<file path="src/rtl/fifo_drain_pkg.sv">
// ============================================================================
// fifo_drain_pkg
// Shared types and helpers for the FIFO stream drain block.
// Revision: 1.0
// ============================================================================
`default_nettype none

package fifo_drain_pkg;

  typedef enum logic [1:0] {
    EMPTY = 2'd0,
    ONE   = 2'd1,
    TWO   = 2'd2
  } drain_state_t;

  // Beat-counter width; a single-beat packet still needs one bit.
  function automatic int bcnt_width(input int pkt_len);
    return (pkt_len > 1) ? $clog2(pkt_len) : 1;
  endfunction

endpackage

`default_nettype wire

</file>
<file path="src/rtl/fifo_drain_skid.sv">
// ============================================================================
// fifo_drain_skid
// Two-entry output buffer that pops a fall-through FIFO and presents a
// valid/ready stream.
// Revision: 1.0
// ============================================================================
`default_nettype none

module fifo_drain_skid
  import fifo_drain_pkg::*;
#(
  parameter int WIDTH = 19
) (
  input  logic             i_clk,
  input  logic             i_rst,
  input  logic [WIDTH-1:0] i_fifo_data,
  input  logic             i_fifo_empty,
  output logic             o_fifo_rd_incr,
  output logic [WIDTH-1:0] o_data,
  output logic             o_valid,
  input  logic             i_ready
);

  drain_state_t     r_state;
  logic [WIDTH-1:0] r_head;
  logic [WIDTH-1:0] r_tail;
  logic             w_pop;
  logic             w_hs;

  // Pop depends on registered state only, so i_ready never reaches the FIFO.
  assign w_pop          = !i_rst && !i_fifo_empty && (r_state != TWO);
  assign o_fifo_rd_incr = w_pop;
  assign o_valid        = (r_state != EMPTY);
  assign o_data         = r_head;
  assign w_hs           = o_valid && i_ready;

  always_ff @(posedge i_clk or posedge i_rst) begin
    if (i_rst) begin
      r_state <= EMPTY;
      r_head  <= '0;
      r_tail  <= '0;
    end else begin
      case (r_state)
        EMPTY: begin
          if (w_pop) begin
            r_head  <= i_fifo_data;
            r_state <= ONE;
          end
        end
        ONE: begin
          if (w_pop && !w_hs) begin
            r_tail  <= i_fifo_data;
            r_state <= TWO;
          end else if (!w_pop && w_hs) begin
            r_state <= EMPTY;
          end else if (w_pop && w_hs) begin
            r_head <= i_fifo_data;
          end
        end
        TWO: begin
          if (w_hs) begin
            r_head  <= r_tail;
            r_state <= ONE;
          end
        end
        default: r_state <= EMPTY;
      endcase
    end
  end

endmodule

`default_nettype wire

</file>
<file path="src/rtl/fifo_stream_drain.sv">
// ============================================================================
// fifo_stream_drain
// Drains a synchronous FIFO into a packet-framed valid/ready stream.
// Optional beat statistics counter enabled by FIFO_DRAIN_STATS_EN.
// Revision: 1.0
// ============================================================================
`default_nettype none

module fifo_stream_drain
  import fifo_drain_pkg::*;
#(
  parameter int WIDTH   = 19,
  parameter int PKT_LEN = 4
) (
  input  logic             i_clk,
  input  logic             i_rst,
  input  logic [WIDTH-1:0] i_fifo_data,
  input  logic             i_fifo_empty,
  output logic             o_fifo_rd_incr,
  output logic [WIDTH-1:0] o_data,
  output logic             o_valid,
  input  logic             i_ready,
  output logic             o_last,
  output logic [31:0]      o_beat_count
);

  localparam int BCNT_W = bcnt_width(PKT_LEN);
  localparam logic [BCNT_W-1:0] c_LAST = BCNT_W'(PKT_LEN - 1);

  logic [BCNT_W-1:0] r_bcnt;
  logic              w_hs;

  fifo_drain_skid #(
    .WIDTH(WIDTH)
  ) u_skid (
    .i_clk          (i_clk),
    .i_rst          (i_rst),
    .i_fifo_data    (i_fifo_data),
    .i_fifo_empty   (i_fifo_empty),
    .o_fifo_rd_incr (o_fifo_rd_incr),
    .o_data         (o_data),
    .o_valid        (o_valid),
    .i_ready        (i_ready)
  );

  assign w_hs   = o_valid && i_ready;
  assign o_last = o_valid && (r_bcnt == c_LAST);

  // Beat position survives FIFO underflow so a packet resumes where it paused.
  always_ff @(posedge i_clk or posedge i_rst) begin
    if (i_rst) begin
      r_bcnt <= '0;
    end else if (w_hs) begin
      r_bcnt <= (r_bcnt == c_LAST) ? '0 : r_bcnt + 1'b1;
    end
  end

`ifdef FIFO_DRAIN_STATS_EN
  logic [31:0] r_beat_count;

  always_ff @(posedge i_clk or posedge i_rst) begin
    if (i_rst) begin
      r_beat_count <= '0;
    end else if (w_hs) begin
      r_beat_count <= r_beat_count + 32'd1;
    end
  end

  assign o_beat_count = r_beat_count;
`else
  assign o_beat_count = 32'd0;
`endif

endmodule

`default_nettype wire
</file>
<file path="config.mk">
export PLATFORM = sky130hd
export DESIGN_NAME = fifo_stream_drain
export DESIGN_NICKNAME = d
export VERILOG_FILES = /design/src/rtl/fifo_drain_pkg.sv /design/src/rtl/fifo_drain_skid.sv /design/src/rtl/fifo_stream_drain.sv
export SDC_FILE = /design/constraint.sdc
export NUM_CORES = 1
export LEC_CHECK = 0
export BUFFER_PORTS_ARGS = -buffer_cell sky130_fd_sc_hd__buf_2
export CAP_MARGIN = 15
export CELL_PAD_IN_SITES_DETAIL_PLACEMENT = 1
export CELL_PAD_IN_SITES_GLOBAL_PLACEMENT = 1
export CORE_MARGIN = 1.5
export CORE_UTILIZATION = 39
export DETAILED_ROUTE_END_ITERATION = 10
export PLACE_DENSITY_LB_ADDON = 0.1
export SLEW_MARGIN = 20
export SYNTH_ARGS = -nofsm -noshare
export SYNTH_HDL_FRONTEND = slang
export SYNTH_HIERARCHICAL = 1
export SYNTH_SLANG_ARGS = --single-unit
export TNS_END_PERCENT = 50
</file>
<file path="constraint.sdc">
create_clock -name i_clk -period 3.8 [get_ports i_clk]
set_input_delay 0.38 -clock i_clk [delete_from_list [all_inputs] [get_ports i_clk]]
set_output_delay 0.38 -clock i_clk [all_outputs]
set_load 0.01 [all_outputs]
</file>
## Word-level counts from Yosys, hierarchy flattened

Index checks and enable logic that the tools add are counted.

- Add/subtract/negate cells: 1
- Eq/ne operators: 10
- Muxes and demuxes: 12
- Reduce and logical (&&, ||, !) cells: 17

Operator list:

| cell | number |
|---|---|
| two-way mux 19 bit | 5 |
| one-hot mux 19 bit (3 select lines) | 1 |
| two-way mux 2 bit | 5 |
| logical AND 1 bit | 7 |
| inequality test 2 x 1 -> 1 bit, second input constant | 3 |
| inequality test 2 bit, second input constant | 3 |
| one-hot mux 2 bit (3 select lines) | 1 |
| AND reduction 6 bit | 1 |
| == test 2 bit, second input constant | 2 |
| logical NOT 1 bit | 4 |
| inequality test 3 x 1 -> 1 bit, second input constant | 1 |
| AND reduction 3 bit | 1 |
| nonzero test 3 bit | 1 |
| adder 2 x 1 -> 2 bit, second input constant | 1 |
| == test 2 x 1 -> 1 bit, second input constant | 1 |
| logical NOT 2 bit | 1 |
| AND reduction 2 bit | 1 |
| nonzero test 2 bit | 1 |

- Register bits after elaboration: 42
- Output and inout port bits: 54
- Logic and storage cells: 44

## Longest topological paths before layout

- Depth in word-level cells: 8
- Mapped depth: 9
- Gate-level depth less buffers: 7

## By module

The synthesis kept the hierarchy.

By module, submodules not included:

| module | instances | cells each | area each (um^2) | sequential area each (um^2) |
|---|---|---|---|---|
| fifo_drain_skid | 1 | 121 | 1,863.0 | 1,001.0 |
| fifo_stream_drain | 1 | 42 | 357.8 | 50.0 |

## Worst setup path before layout

No wires, ideal clock.

- Path type: register to register
- Start: register u_skid.r_state[0]
- End: register u_skid.r_head[0] (netlist: u_skid/o_data[0])
- Arrival time: 2,584 ps
- Slack: 1,091 ps
- Cell stages (with the launch flop): 10
- Period minus slack after synthesis: 2,709 ps
- Path through: dfrtp_1 > or2b_1 > clkbuf_1 > nand2_1 > inv_1 > ha_1 > or4b_4 > a22oi_4 > buf_12 > mux2_4

- Word-level cells in the longest chain between the ends: 6

Ends and longest elaborated chain:

| element | line | source |
|---|---|---|
| start: declaration | fifo_drain_skid.sv:24 | `drain_state_t r_state;` |
| start signal: assignment | fifo_drain_skid.sv:39 | `r_state <= EMPTY;` |
| start signal: assignment | fifo_drain_skid.sv:47 | `r_state <= ONE;` |
| start signal: assignment | fifo_drain_skid.sv:53 | `r_state <= TWO;` |
| inequality test 2 bit * | fifo_drain_skid.sv:31 | `assign w_pop = !i_rst && !i_fifo_empty && (r_state != TWO);` |
| logical AND 1 bit * | fifo_drain_skid.sv:31 |  |
| via o_fifo_rd_incr | fifo_stream_drain.sv:19 | `output logic o_fifo_rd_incr,` |
| logical NOT 1 bit | fifo_drain_skid.sv:54 | `end else if (!w_pop && w_hs) begin` |
| logical AND 1 bit | fifo_drain_skid.sv:54 |  |
| inequality test 2 bit (no source line) | -- |  |
| AND reduction 6 bit (no source line) * | -- |  |
| end signal: assignment | fifo_drain_skid.sv:46 | `r_head <= i_fifo_data;` |
| end signal: assignment | fifo_drain_skid.sv:57 | `r_head <= i_fifo_data;` |
| end signal: assignment | fifo_drain_skid.sv:62 | `r_head <= r_tail;` |
| end: declaration | fifo_drain_skid.sv:25 | `logic [WIDTH-1:0] r_head;` |

Mark *: on every way through the listed nets, which the timed path passes. The rest lies on a longest branch.
A chain may end at the register's enable or synchronous reset.

## Final worst setup path

- Start: register u_skid.r_state[0]
- End: register u_skid.r_head[13] (netlist: u_skid/o_data[13])

- Word-level cells in the longest chain between the ends: 6

Ends and longest elaborated chain:

| element | line |
|---|---|
| inequality test 2 bit / nonzero test 2 bit (equally long branches) | fifo_drain_skid.sv:31, fifo_drain_skid.sv:33 |
| logical AND 1 bit, on equally long branches | fifo_drain_skid.sv:31, fifo_drain_skid.sv:35 |
| logical NOT 1 bit, on equally long branches | fifo_drain_skid.sv:54, fifo_drain_skid.sv:51 |
| logical AND 1 bit, on equally long branches | fifo_drain_skid.sv:54, fifo_drain_skid.sv:51 |
| inequality test 2 bit (no source line) | -- |
| AND reduction 6 bit (no source line) | -- |

Several ways; a longest one is shown, not always the timed one.

==> flow_summary_export.csv <==
group,metric,value,unit
critical_path,crit_required,3970,ps
timing,worst_pin_slew,513.9,ps
clock_tree,clock_latency,290,ps
timing,layout_min_cycle_time,2664,ps
clock_tree,h-tree-depth,2,
clock_tree,clk_path_buf_depth,2,
global_route,antenna_found_initial,0,
detailed_routing,via_per_inst,4.451,
logic_synthesis,yosys_warnings,6,
status,status,"complete, no violations",
cells_and_area,drive_above_1_share,0.5607,
global_route,grt_max_degree,41,
clock_tree,root_buffer,"clkbuf_8",
critical_path,worst-r2r-setup-slack,1140,ps
critical_path,critPathMaxFanout,19,
cells_and_area,fin_nets,240,
floorplanning,coreArea,0.005507,mm^2
timing,tns,0,ps
clock_tree,cts-buffers-inserted,5,
global_route,grt_util_all_layers,0.1436,
timing,fmaxAchievable,375.4,MHz
floorplanning,initial_core_util,0.4033,
clock_tree,post_cts_buffers,0,
critical_path,path_buf_inv,2,
detailed_routing,ant_nets,0,
timing,skew,9.927,ps
global_route,grt_overflow,0,
critical_path,end_kind,"flip-flop",
global_route,grt_pass1_vias,1370,
timing,rsz0062_at_grt,"no",
placed_design,dp.cells,277,
detailed_routing,dr.pass1.iters,4,
timing,final-setup-viol-count,0,
critical_path,critPathMaxStageDelay,530,ps
floorplanning,die_area,0.006156,mm^2
logic_synthesis,ys_types,23,
placed_design,hpwl,2943,um
logic_synthesis,ys_ff_latch,42,
floorplanning,io_pins,77,
logic_synthesis,syn_inst,163,
floorplanning,die_x,78.46,um
hold_path,hp-class,"primary input to flip-flop",
logic_synthesis,yosysSeqAreaShare,0.4732,
critical_path,path_class,"flip-flop to flip-flop",
global_route,grt_pass1_wl,6782,um
critical_path,crit_path_top_delay_cell,"or4b_4",
cells_and_area,num_antenna_cells,0,
cells_and_area,layout_commonest_cell,"mux2_2",
placed_design,portBuffers,44,
flow_run,cap_violations,0,
detailed_routing,drt_wl_total,4086,um
critical_path,crit_chain,"or2_2, nand2_1, inv_1, ha_1, or4b_4, a22oi_4, buf_4, mux2_2",
power_and_ir_drop,leakage,1.252,nW
logic_synthesis,avgSynthCellArea,13.63,um^2
critical_path,cp.arrival,2840,ps
floorplanning,fp.dieH,78.46,um
clock_tree,clkTransAtPathRegs,80,ps
cells_and_area,synthToLayoutAreaGrowth,13.52,%
floorplanning,rows,27,
cells_and_area,fin_cells,286,
critical_path,startpoint_type,"flip-flop",
detailed_routing,wire_per_inst,14.29,um
detailed_routing,drtIter0Drc,38,
timing,hold_viol,0,
timing,period_share,0.7011,
critical_path,critPathTopFamily,"simple AND/OR/NAND/NOR gates",
cells_and_area,layout_common_cells,"47 x mux2_2, 44 x buf_2, 42 x dfrtp_1",
clock_tree,cts_tree,"built",
clock_tree,clock_sinks,42,
power_and_ir_drop,irDropWorstVdd,340.0,uV
logic_synthesis,syn_area,0.002221,mm^2
placed_design,place_congestion,0.7513,
detailed_routing,num_vias,1273,
timing,slew_viol_final,0,
power_and_ir_drop,power.density,752.0,mW/mm^2
timing,slew_headroom,0.6574,
detailed_routing,drc_errors,0,
==> metrics by stage <==
stage               power, mW  hold WS [ps]  instance area [um^2]    util  setup slack (ps)
detailed placement      1.582         271.2                  2402  0.4363              1123
finish                  1.896         328.7                  2521  0.4579              1136
global route            2.031         326.2                  2521  0.4579              1003
CTS                     1.936         319.7                  2521  0.4579              1109
global placement        1.534         261.3                  2402  0.4363              1226
floorplan               1.374         121.2                  2337       -              1091
==> metal layers <==
| layer | track usage | vias up | routed length (um) |
|---|---|---|---|
| met3 | 0.03256 | 5 | 174 |
| met5 | 0 | - | 0 |
| met2 | 0.2530 | 42 | 2136 |
| met1 | 0.1753 | 632 | 1737 |
| li1 | - | 594 | - |
| met4 | 0.04107 | 0 | 37 |
==> synthesized netlist by cell type, drive strengths merged <==
library cell   n  area, um^2
mux2          59       709.4
dfrtp         42        1051
buf           33       260.3
clkbuf         4       15.01
ha             4       50.05
inv            4       15.01
nand2          3       13.77
a22oi          2       28.78
nor2           2       7.510
a21oi          1       5.000
and2           1       7.510
conb           1       3.750
nand2b         1       6.260
nand3b         1       7.510
o22ai          1       6.260
or2            1       6.260
or2b           1       7.510
or3            1       6.260
or4b           1       13.76
==> repair_timing <==
item                                    in CTS  in global routing
endpoints found under the setup margin       0                  0
hold buffers                                 1                  0
hold endpoints to repair                     2                  0
gates resized for setup                      0                  0
==> flip-flops by register name (all words and copies together) (netlist names) <==
name,count
u_skid/o_data,19
u_skid/r_state,2
u_skid/r_tail,19
r_bcnt,2
==> kinds of logic (layout without fill, tap and decap cells) <==
kind of cell	count (synthesis)	in the layout	share of synthesized area
muxes	59	59	0.3194
DFF	42	42	0.4732
buffers and inverters	41	61	0.1307
and+or+nand+nor	12	12	0.03438
adders and majority gates	4	4	0.02254
AOI/OAI and AO/OA	4	4	0.01803
other	1	32	0.001689
==> worst paths after layout <==
path | startpoint | endpoint | cells past startpoint
hold reg to reg | u_skid/o_data[11]$_DFFE_PP0P_ | u_skid/o_data[11]$_DFFE_PP0P_ | 1
min in group asynchronous | i_rst | r_bcnt[0]$_DFFE_PP0P_ | 3
setup reg to reg | u_skid/r_state[0]$_DFFE_PP0P_ | u_skid/o_data[13]$_DFFE_PP0P_ | 8
hold / removal | i_fifo_data[2] | u_skid/r_tail[2]$_DFFE_PP0P_ | 2
max in group asynchronous | i_rst | u_skid/o_data[0]$_DFFE_PP0P_ | 4
setup / recovery | u_skid/r_state[0]$_DFFE_PP0P_ | u_skid/o_data[13]$_DFFE_PP0P_ | 8
==> cell type report <==
cell class	count	area [um^2]
Multi-Input combinational cell	111	996.0
Inverter	4	15.01
Clock buffer	5	68.82
Timing Repair Buffer	49	260.3
Clock inverter	3	40.04
Fill cell	580	2985
Sequential cell	42	1051
Tap cell	72	90.09
==> power breakdown <==
part | switching (mW) | internal, mW
sequential | 0.124 | 0.675
combinational | 0.320 | 0.438
clock | 0.146 | 0.193
Power figures use the tool's default switching activity.
